$ cat config.mk
export PLATFORM = sky130hd
export DESIGN_NAME = inst_loader
export DESIGN_NICKNAME = d
export VERILOG_FILES = /design/src/rtl/inst_loader.sv
export SDC_FILE = /design/constraint.sdc
export NUM_CORES = 1
export LEC_CHECK = 0
export CAP_MARGIN = 10
export CORE_UTILIZATION = 40
export CTS_CLUSTER_SIZE = 40
export DETAILED_ROUTE_END_ITERATION = 10
export GPL_TIMING_DRIVEN = 0
export PLACE_DENSITY = 0.66
export SYNTH_ARGS = -nofsm -noshare
export SYNTH_HDL_FRONTEND = slang
export SYNTH_SLANG_ARGS = --single-unit
$ cat constraint.sdc
create_clock -name clk -period 2.6 [get_ports clk]
set_clock_uncertainty 0.2 [all_clocks]
set_input_delay 0.52 -clock clk [delete_from_list [all_inputs] [get_ports clk]]
set_output_delay 0.52 -clock clk [all_outputs]
set_load 0.02 [all_outputs]
$ cat src/rtl/inst_loader.sv
// inst_loader: receives a program as a big-endian byte stream and writes it
// as 32-bit words into the instruction RAM, starting at word 0. The CPU is
// held in reset until the load completes.
// Optional feature: define INST_LOADER_CSUM_EN to require a trailing byte
// after the last word, equal to the modulo-256 sum of all program bytes.
module inst_loader #(
  parameter int ADDR_W = 5
) (
  input  logic              clk,
  input  logic              rst_n,
  input  logic              start,
  input  logic [ADDR_W:0]   len_words,
  input  logic              in_valid,
  input  logic [7:0]        in_byte,
  output logic              in_ready,
  output logic              wr_en,
  output logic [31:0]       wr_addr,
  output logic [31:0]       wr_data,
  output logic              busy,
  output logic              done,
  output logic              err,
  output logic              cpu_hold
);

`ifdef INST_LOADER_CSUM_EN
  typedef enum logic [2:0] {IDLE, RECV, WRITE, DONE, CSUM} state_t;
`else
  typedef enum logic [1:0] {IDLE, RECV, WRITE, DONE} state_t;
`endif

  // RAM depth in words; len_words above this is rejected
  localparam logic [ADDR_W:0] DEPTH = {1'b1, {ADDR_W{1'b0}}};
  localparam logic [ADDR_W:0] ONE   = {{ADDR_W{1'b0}}, 1'b1};

  state_t           state_q;
  logic [ADDR_W:0]  len_q;
  logic [ADDR_W:0]  word_cnt_q;
  logic [1:0]       byte_cnt_q;
  logic [31:0]      shift_q;
  logic             in_ready_q;
  logic             wr_en_q;
  logic [31:0]      wr_addr_q;
  logic [31:0]      wr_data_q;
  logic             busy_q;
  logic             done_q;
  logic             err_q;
  logic             cpu_hold_q;
`ifdef INST_LOADER_CSUM_EN
  logic [7:0]       csum_q;
`endif

  logic [31:0]      shift_d;
  logic [ADDR_W:0]  word_cnt_d;
  logic             accept;

  // Next-value helpers shared by the FSM
  assign shift_d    = {shift_q[23:0], in_byte};
  assign word_cnt_d = word_cnt_q + ONE;
  assign accept     = in_valid && in_ready_q;

  assign in_ready = in_ready_q;
  assign wr_en    = wr_en_q;
  assign wr_addr  = wr_addr_q;
  assign wr_data  = wr_data_q;
  assign busy     = busy_q;
  assign done     = done_q;
  assign err      = err_q;
  assign cpu_hold = cpu_hold_q;

  // Load FSM with registered outputs; the word counter is one bit wider than
  // the RAM index so a full-depth load never wraps
  always_ff @(posedge clk or negedge rst_n) begin
    if (!rst_n) begin
      state_q    <= IDLE;
      len_q      <= '0;
      word_cnt_q <= '0;
      byte_cnt_q <= '0;
      shift_q    <= '0;
      in_ready_q <= 1'b0;
      wr_en_q    <= 1'b0;
      wr_addr_q  <= '0;
      wr_data_q  <= '0;
      busy_q     <= 1'b0;
      done_q     <= 1'b0;
      err_q      <= 1'b0;
      cpu_hold_q <= 1'b1;
`ifdef INST_LOADER_CSUM_EN
      csum_q     <= '0;
`endif
    end else begin
      case (state_q)
        IDLE, DONE: begin
          if (start) begin
            if (len_words == '0) begin
              state_q    <= DONE;
              busy_q     <= 1'b0;
              done_q     <= 1'b1;
              err_q      <= 1'b0;
              cpu_hold_q <= 1'b0;
            end else if (len_words > DEPTH) begin
              state_q    <= IDLE;
              err_q      <= 1'b1;
              done_q     <= 1'b0;
              cpu_hold_q <= 1'b1;
            end else begin
              state_q    <= RECV;
              len_q      <= len_words;
              word_cnt_q <= '0;
              byte_cnt_q <= '0;
              in_ready_q <= 1'b1;
              busy_q     <= 1'b1;
              done_q     <= 1'b0;
              err_q      <= 1'b0;
              cpu_hold_q <= 1'b1;
`ifdef INST_LOADER_CSUM_EN
              csum_q     <= '0;
`endif
            end
          end
        end
        RECV: begin
          if (accept) begin
            shift_q    <= shift_d;
            byte_cnt_q <= byte_cnt_q + 2'd1;
`ifdef INST_LOADER_CSUM_EN
            csum_q     <= csum_q + in_byte;
`endif
            // Fourth byte completes the word; present it to the RAM next cycle
            if (byte_cnt_q == 2'd3) begin
              state_q    <= WRITE;
              in_ready_q <= 1'b0;
              wr_en_q    <= 1'b1;
              wr_data_q  <= shift_d;
              wr_addr_q  <= 32'({word_cnt_q[ADDR_W-1:0], 2'b00});
            end
          end
        end
        WRITE: begin
          wr_en_q    <= 1'b0;
          word_cnt_q <= word_cnt_d;
          if (word_cnt_d == len_q) begin
`ifdef INST_LOADER_CSUM_EN
            state_q    <= CSUM;
            in_ready_q <= 1'b1;
`else
            state_q    <= DONE;
            busy_q     <= 1'b0;
            done_q     <= 1'b1;
            cpu_hold_q <= 1'b0;
`endif
          end else begin
            state_q    <= RECV;
            in_ready_q <= 1'b1;
          end
        end
`ifdef INST_LOADER_CSUM_EN
        CSUM: begin
          if (accept) begin
            in_ready_q <= 1'b0;
            busy_q     <= 1'b0;
            if (in_byte == csum_q) begin
              state_q    <= DONE;
              done_q     <= 1'b1;
              cpu_hold_q <= 1'b0;
            end else begin
              state_q    <= IDLE;
              err_q      <= 1'b1;
              done_q     <= 1'b0;
              cpu_hold_q <= 1'b1;
            end
          end
        end
`endif
        default: state_q <= IDLE;
      endcase
    end
  end

endmodule

# Yosys cells after proc, flatten, opt, wreduce, memory -nomap -nowiden
# Cells that the tools add are included.
# classes
add_sub_neg	2
order_cmp	1
n_eq_ne	13
mux	39
bitwise_logic	2
n_reduce_logical	18
# ops
cell	n
$mux 1	19
$mux 2	9
$mux 6	3
$ne 2x2->1 const B	7
$pmux 6 s2	1
$reduce_and 3->1	4
$reduce_and 4->1	3
$pmux 1 s2	4
$add 6x1->6 const B	1
$eq 2x2->1 const B	3
$eq 6x6->1	1
$gt 6x6->1 const B	1
$logic_not 6->1	1
$pmux 2 s3	1
$reduce_and 6->1	1
$reduce_bool 2->1	3
$reduce_and 5->1	1
$pmux 2 s2	1
$reduce_and 2->1	2
$ne 3x3->1 const B	1
$pmux 1 s3	1
$add 2x1->2 const B	1
$eq 2x1->1 const B	1
$logic_not 2->1	1
other kinds (3)	4
# word_totals
register_bits	83
output_inout_bits	70
word_cells	88

# Logic depth before layout (Yosys ltp)
# logic_depth
depth_word	5
depth_mapped	8
ltp_nobuf	8

# Worst setup path after synthesis
# No wires, ideal clock.
# synth_path
path_kind	input -> register
startpoint	in len_words[0]
endpoint	reg in_ready_q (netlist: in_ready)
t_arrival_ns	2.099
t_required_ns	2.275
slack_ns	0.176
stages	7
path_cell_list	or4_1 buf_2 or3_1 a21oi_2 nand2b_1 a21oi_1 mux2_4
# synth_between
elab_chain_len	3
# synth_lines
element	line	text
start, declared	12	input logic [ADDR_W:0] len_words,
$gt 6x6->1 / $logic_not 6->1 (equally long branches)	100, 94	
$ne 2x2->1 (no line)	--	
$reduce_and 6->1 (no line) (*)	--	
end signal, assigned	110	in_ready_q <= 1'b1;
end signal, assigned	131	in_ready_q <= 1'b0;
end signal, assigned	153	in_ready_q <= 1'b1;
end, declared	40	logic in_ready_q;
# Every way passes the cells marked *; elsewhere a longest branch is shown, timed or not.
# A chain may end at the register's enable or synchronous reset.

# Worst setup path in the final report
# layout_path
startpoint	in len_words[3]
endpoint	reg in_ready_q (netlist: in_ready)
# Same word-level chain as after synthesis.

==> results by stage <==
Status:
- The run finished with clean final reports.

CTS:
- The clock tree from TritonCTS is built.
- The maximum root-to-sink buffer count is 2.
- The H-tree was split into 3 levels.
- The cell sitting at the root of the clock tree is a sky130_fd_sc_hd__clkbuf_8.
- The insertion delay to the later sink of the worst-skew pair is 0.36 ns.
- After clock tree synthesis, the clock-pin slew on the worst setup and hold paths is 0.08 ns.
- The number of clock sinks seen by CTS is 83.
- The number of clock buffers added by TritonCTS is 9.

Final layout:
- After the flow finishes, the layout carries non-filler instances totaling about 560.
- The antenna cell count is 0.
- In the layout the commonest cells are 89 x sky130_fd_sc_hd__nand2_1, 81 x sky130_fd_sc_hd__dfrtp_1, 58 x sky130_fd_sc_hd__clkdlybuf4s50_1, 42 x sky130_fd_sc_hd__mux2_2, 30 x sky130_fd_sc_hd__buf_4.
- The total of fill cells in the finished design is between 800 and 900.
- The multi-input combinational cells in the finished layout cover a total of 1533 um2.
- The fraction of layout cells with a size suffix above 1 is between 20% and 30%.
- At the end of the flow, the number of nets in the layout was between 400 and 500.
- The area growth from synthesis to layout is 29.96%.
- The sequential cell area is 2079 um2.
- The library cell used most frequently in the layout, excluding fill and tap cells, is sky130_fd_sc_hd__nand2_1.

Timing:
- In the post-route analysis, the smallest setup slack over all paths is between 0.05 and 0.06 ns.
- Setup violations remaining at the end of the flow were counted as 0.
- The post-layout minimum cycle time is between 2 and 3 ns.
- The number of hold violations in the final report is 0.
- Measured against its own limit, the worst slew margin works out to approximately three fifths.
- After routing, the total negative slack on setup checks comes to 0 ns.
- The transition time at the pin with the least slew margin is around 0.60 ns.
- The highest attainable clock frequency is about 400 MHz.
- The max-slew violation count was 0.
- The final critical-path share of the clock period is a little over nine tenths.

Job:
- The number of maximum-capacitance constraint violations is 0.

Synth:
- The post-synthesis cell type count is 39.
- The share of synthesized area in the top cell type comes to between 50% and 60%.
- During synthesis, Yosys emitted a total of 0 warnings.
- The prevailing post-synth register cell is sky130_fd_sc_hd__dfrtp_1.
- Yosys mapped a number of flops with a built-in enable equal to 0.
- The average instance area after synthesis is roughly 11 um2.
- Summing the sequential cell areas from Yosys gives between 50% and 60% of the chip area.
- The biggest area consumer among synthesized cells is sky130_fd_sc_hd__dfrtp_1.
- The synthesized instance count is between 300 and 400.
- In this run, synthesis produced a sequential element count of 83.
- For this run, asynchronously set or reset flops after synthesis account for between 90% and 100%.
- Sorting the synthesized cells by area gives the leading types as sky130_fd_sc_hd__dfrtp_1 54%, sky130_fd_sc_hd__mux2_2 13%, sky130_fd_sc_hd__nand2_1 8.8%.
- The mapped netlist covers 3780 um2.

Placement:
- The HPWL reported at the end of detailed placement is approximately 5200 um.
- The total instance count after detailed placement is about 540.
- The worst slack at placement is -0.4389 ns.
- In this run the tool buffered the top-level ports with 60 buffer cells.
- The routability congestion estimate from global placement is between 0.7 and 0.8.

GRT:
- In the global route stage, overall resource usage came out at between 10% and 20%.
- Entering global routing, the biggest net connects 73 pins.
- The number of global-route vias before repair came to 2554.
- For this run the aggregate overflow at the end of global routing stands at 0.
- The first-pass GRT wire length is approximately 12000 um.
- The initial antenna violation count is 0.

Routing:
- The routed length per placed instance is 13.02 um.
- The number of nets still failing antenna checks after routing is 0.
- The detailed router finished its first iteration with 124 violations.
- The routed layout has roughly 2.7k vias.
- The first TritonRoute pass finished after 4 iterations.
- The total wirelength of the detailed-routed design is approximately 7300 um.
- Using the TritonRoute via totals, the vias-per-cell ratio works out to ~4.7.
- For this run, design rule violations remaining after detail routing come to 0.

Floorplan:
- The floorplan die area is between 9000 and 10000 um2.
- The die is 99.21 um tall.
- In this run the core area contains 35 standard-cell rows.
- Once the floorplan was initialized, standard cells occupied 41.10% of the core.
- The die is roughly 100 um wide.
- For this design the top-level I/O count stands at 88.
- The core region is between 9000 and 10000 um2.

Pwr:
- IR analysis of the VDD net gives a maximum drop of roughly 0.60 mV.
- For this design the static power due to leakage is 2.402 nW.
- The cell area power density is roughly 1100 nW/um2.

Hold path:
- The path class of the tightest hold or removal check is in2reg.

Setup path:
- STA puts the critical path data arrival time at between 2 and 3 ns.
- STA classifies the critical path startpoint as a primary input.
- The worst-path maximum fanout is 6.
- Data on the critical path is required at its endpoint by 2.64 ns.
- The type of destination of the critical path is a flop.
- The startpoint-to-endpoint class of the critical path is in2reg.
## cell type report
cell class                      count  area share (%)
Buffer                             40           5.349
Clock buffer                        9           2.522
Clock inverter                      7           1.630
Inverter                            8          0.6113
Multi-Input combinational cell    239           31.20
Sequential cell                    83           42.33
Tap cell                          111           2.827
Timing Repair Buffer               65           13.53
## per-stage QoR
stage | power [W] | utilization (%) | hold slack, ns | instance area, um2
5_1_grt | 0.005798 | 53.42 | 0.2354 | 4912
4_1_cts | 0.005454 | 53.01 | 0.2860 | 4875
3_5_place_dp | 0.004433 | 50.48 | 0.1799 | 4642
6_report | 0.005429 | 53.42 | 0.2371 | 4912
2_1_floorplan | 0.003529 | - | 0.02441 | 3877
3_3_place_gp | 0.004362 | 50.20 | 0.2569 | 4617
## path summary, 6_finish.rpt
path	start	endpoint	slack, ns	depth (start not counted)
setup reg to reg	state_q[0]	wr_data[18]	0.11	5
hold / removal	len_words[0]	len_q[0]	0.24	2
setup / recovery	len_words[3]	in_ready	0.06	8
min in group asynchronous	rst_n	wr_data[31]	0.35	2
max in group asynchronous	rst_n	cpu_hold	1.22	3
hold reg to reg	shift_q[17]	shift_q[17]	0.28	2
## repair_timing
item / CTS / global route
resized for setup: 1 / 11
hold endpoints to repair: 11 / 0
setup buffers: 2 / 1
cloned: 0 / 0
endpoints found under the setup margin: 3 / 14
hold buffers: 1 / 0
pin swaps: 1 / 2
## cell usage after synthesis, types with 2 or more instances
master / instances
sky130_fd_sc_hd__a21oi_1: 8
sky130_fd_sc_hd__a22o_1: 4
sky130_fd_sc_hd__and3_1: 2
sky130_fd_sc_hd__buf_2: 3
sky130_fd_sc_hd__buf_4: 27
sky130_fd_sc_hd__clkbuf_1: 10
sky130_fd_sc_hd__dfrtp_1: 82
sky130_fd_sc_hd__ha_1: 4
sky130_fd_sc_hd__inv_1: 8
sky130_fd_sc_hd__mux2_2: 42
sky130_fd_sc_hd__mux2i_1: 3
sky130_fd_sc_hd__nand2_1: 89
sky130_fd_sc_hd__nand2b_1: 4
sky130_fd_sc_hd__nand3_1: 9
sky130_fd_sc_hd__nor2_1: 2
sky130_fd_sc_hd__nor3_1: 3
sky130_fd_sc_hd__nor3_2: 2
sky130_fd_sc_hd__o21ai_0: 15
sky130_fd_sc_hd__o21ai_2: 2
sky130_fd_sc_hd__xnor2_1: 5
sky130_fd_sc_hd__xor2_1: 2
## worst max-delay path, cell delays in order
cell and delay [ns]:
sky130_fd_sc_hd__clkdlybuf4s50_1 0.42, sky130_fd_sc_hd__or4_4 0.52, sky130_fd_sc_hd__buf_6 0.15, sky130_fd_sc_hd__or3_4 0.33
sky130_fd_sc_hd__a21oi_2 0.16, sky130_fd_sc_hd__nand2b_1 0.11, sky130_fd_sc_hd__a21oi_1 0.05, sky130_fd_sc_hd__mux2_4 0.31
## power by group
| part | leakage, nW | switching, W | internal (W) |
|---|---|---|---|
| clock | 0.103 | 0.000505 | 0.000459 |
| combinational | 1.22 | 0.00117 | 0.00113 |
| sequential | 1.08 | 0.000349 | 0.00182 |
## flip-flops by register name, indices dropped and copies added (netlist names)
signal and cells:
word_cnt_q 6, byte_cnt_q 2, state_q 2, len_q 6
shift_q 24, in_ready 1, busy 1, err 1
wr_en 1, wr_addr 5, cpu_hold 1, done 1
wr_data 32
## layer usage
layer  up-vias  share of wire [%]  track usage (%)
li1       1307                  -                -
met1      1263                 44            20.48
met2        79                 50            26.39
met3        11                4.8            3.654
met4         0                1.4            5.656
met5         -                  0                0
## kinds of logic after synthesis
group	Yosys count	synth area share [%]
compound gates	40	7.448
xor+xnor	7	1.622
other cells	1	0.09921
mux	46	13.70
fa+ha+maj	4	1.324
simple gates	115	13.27
flops	83	54.98
buf+inv	48	7.547
(Power assumes the default switching activity.)
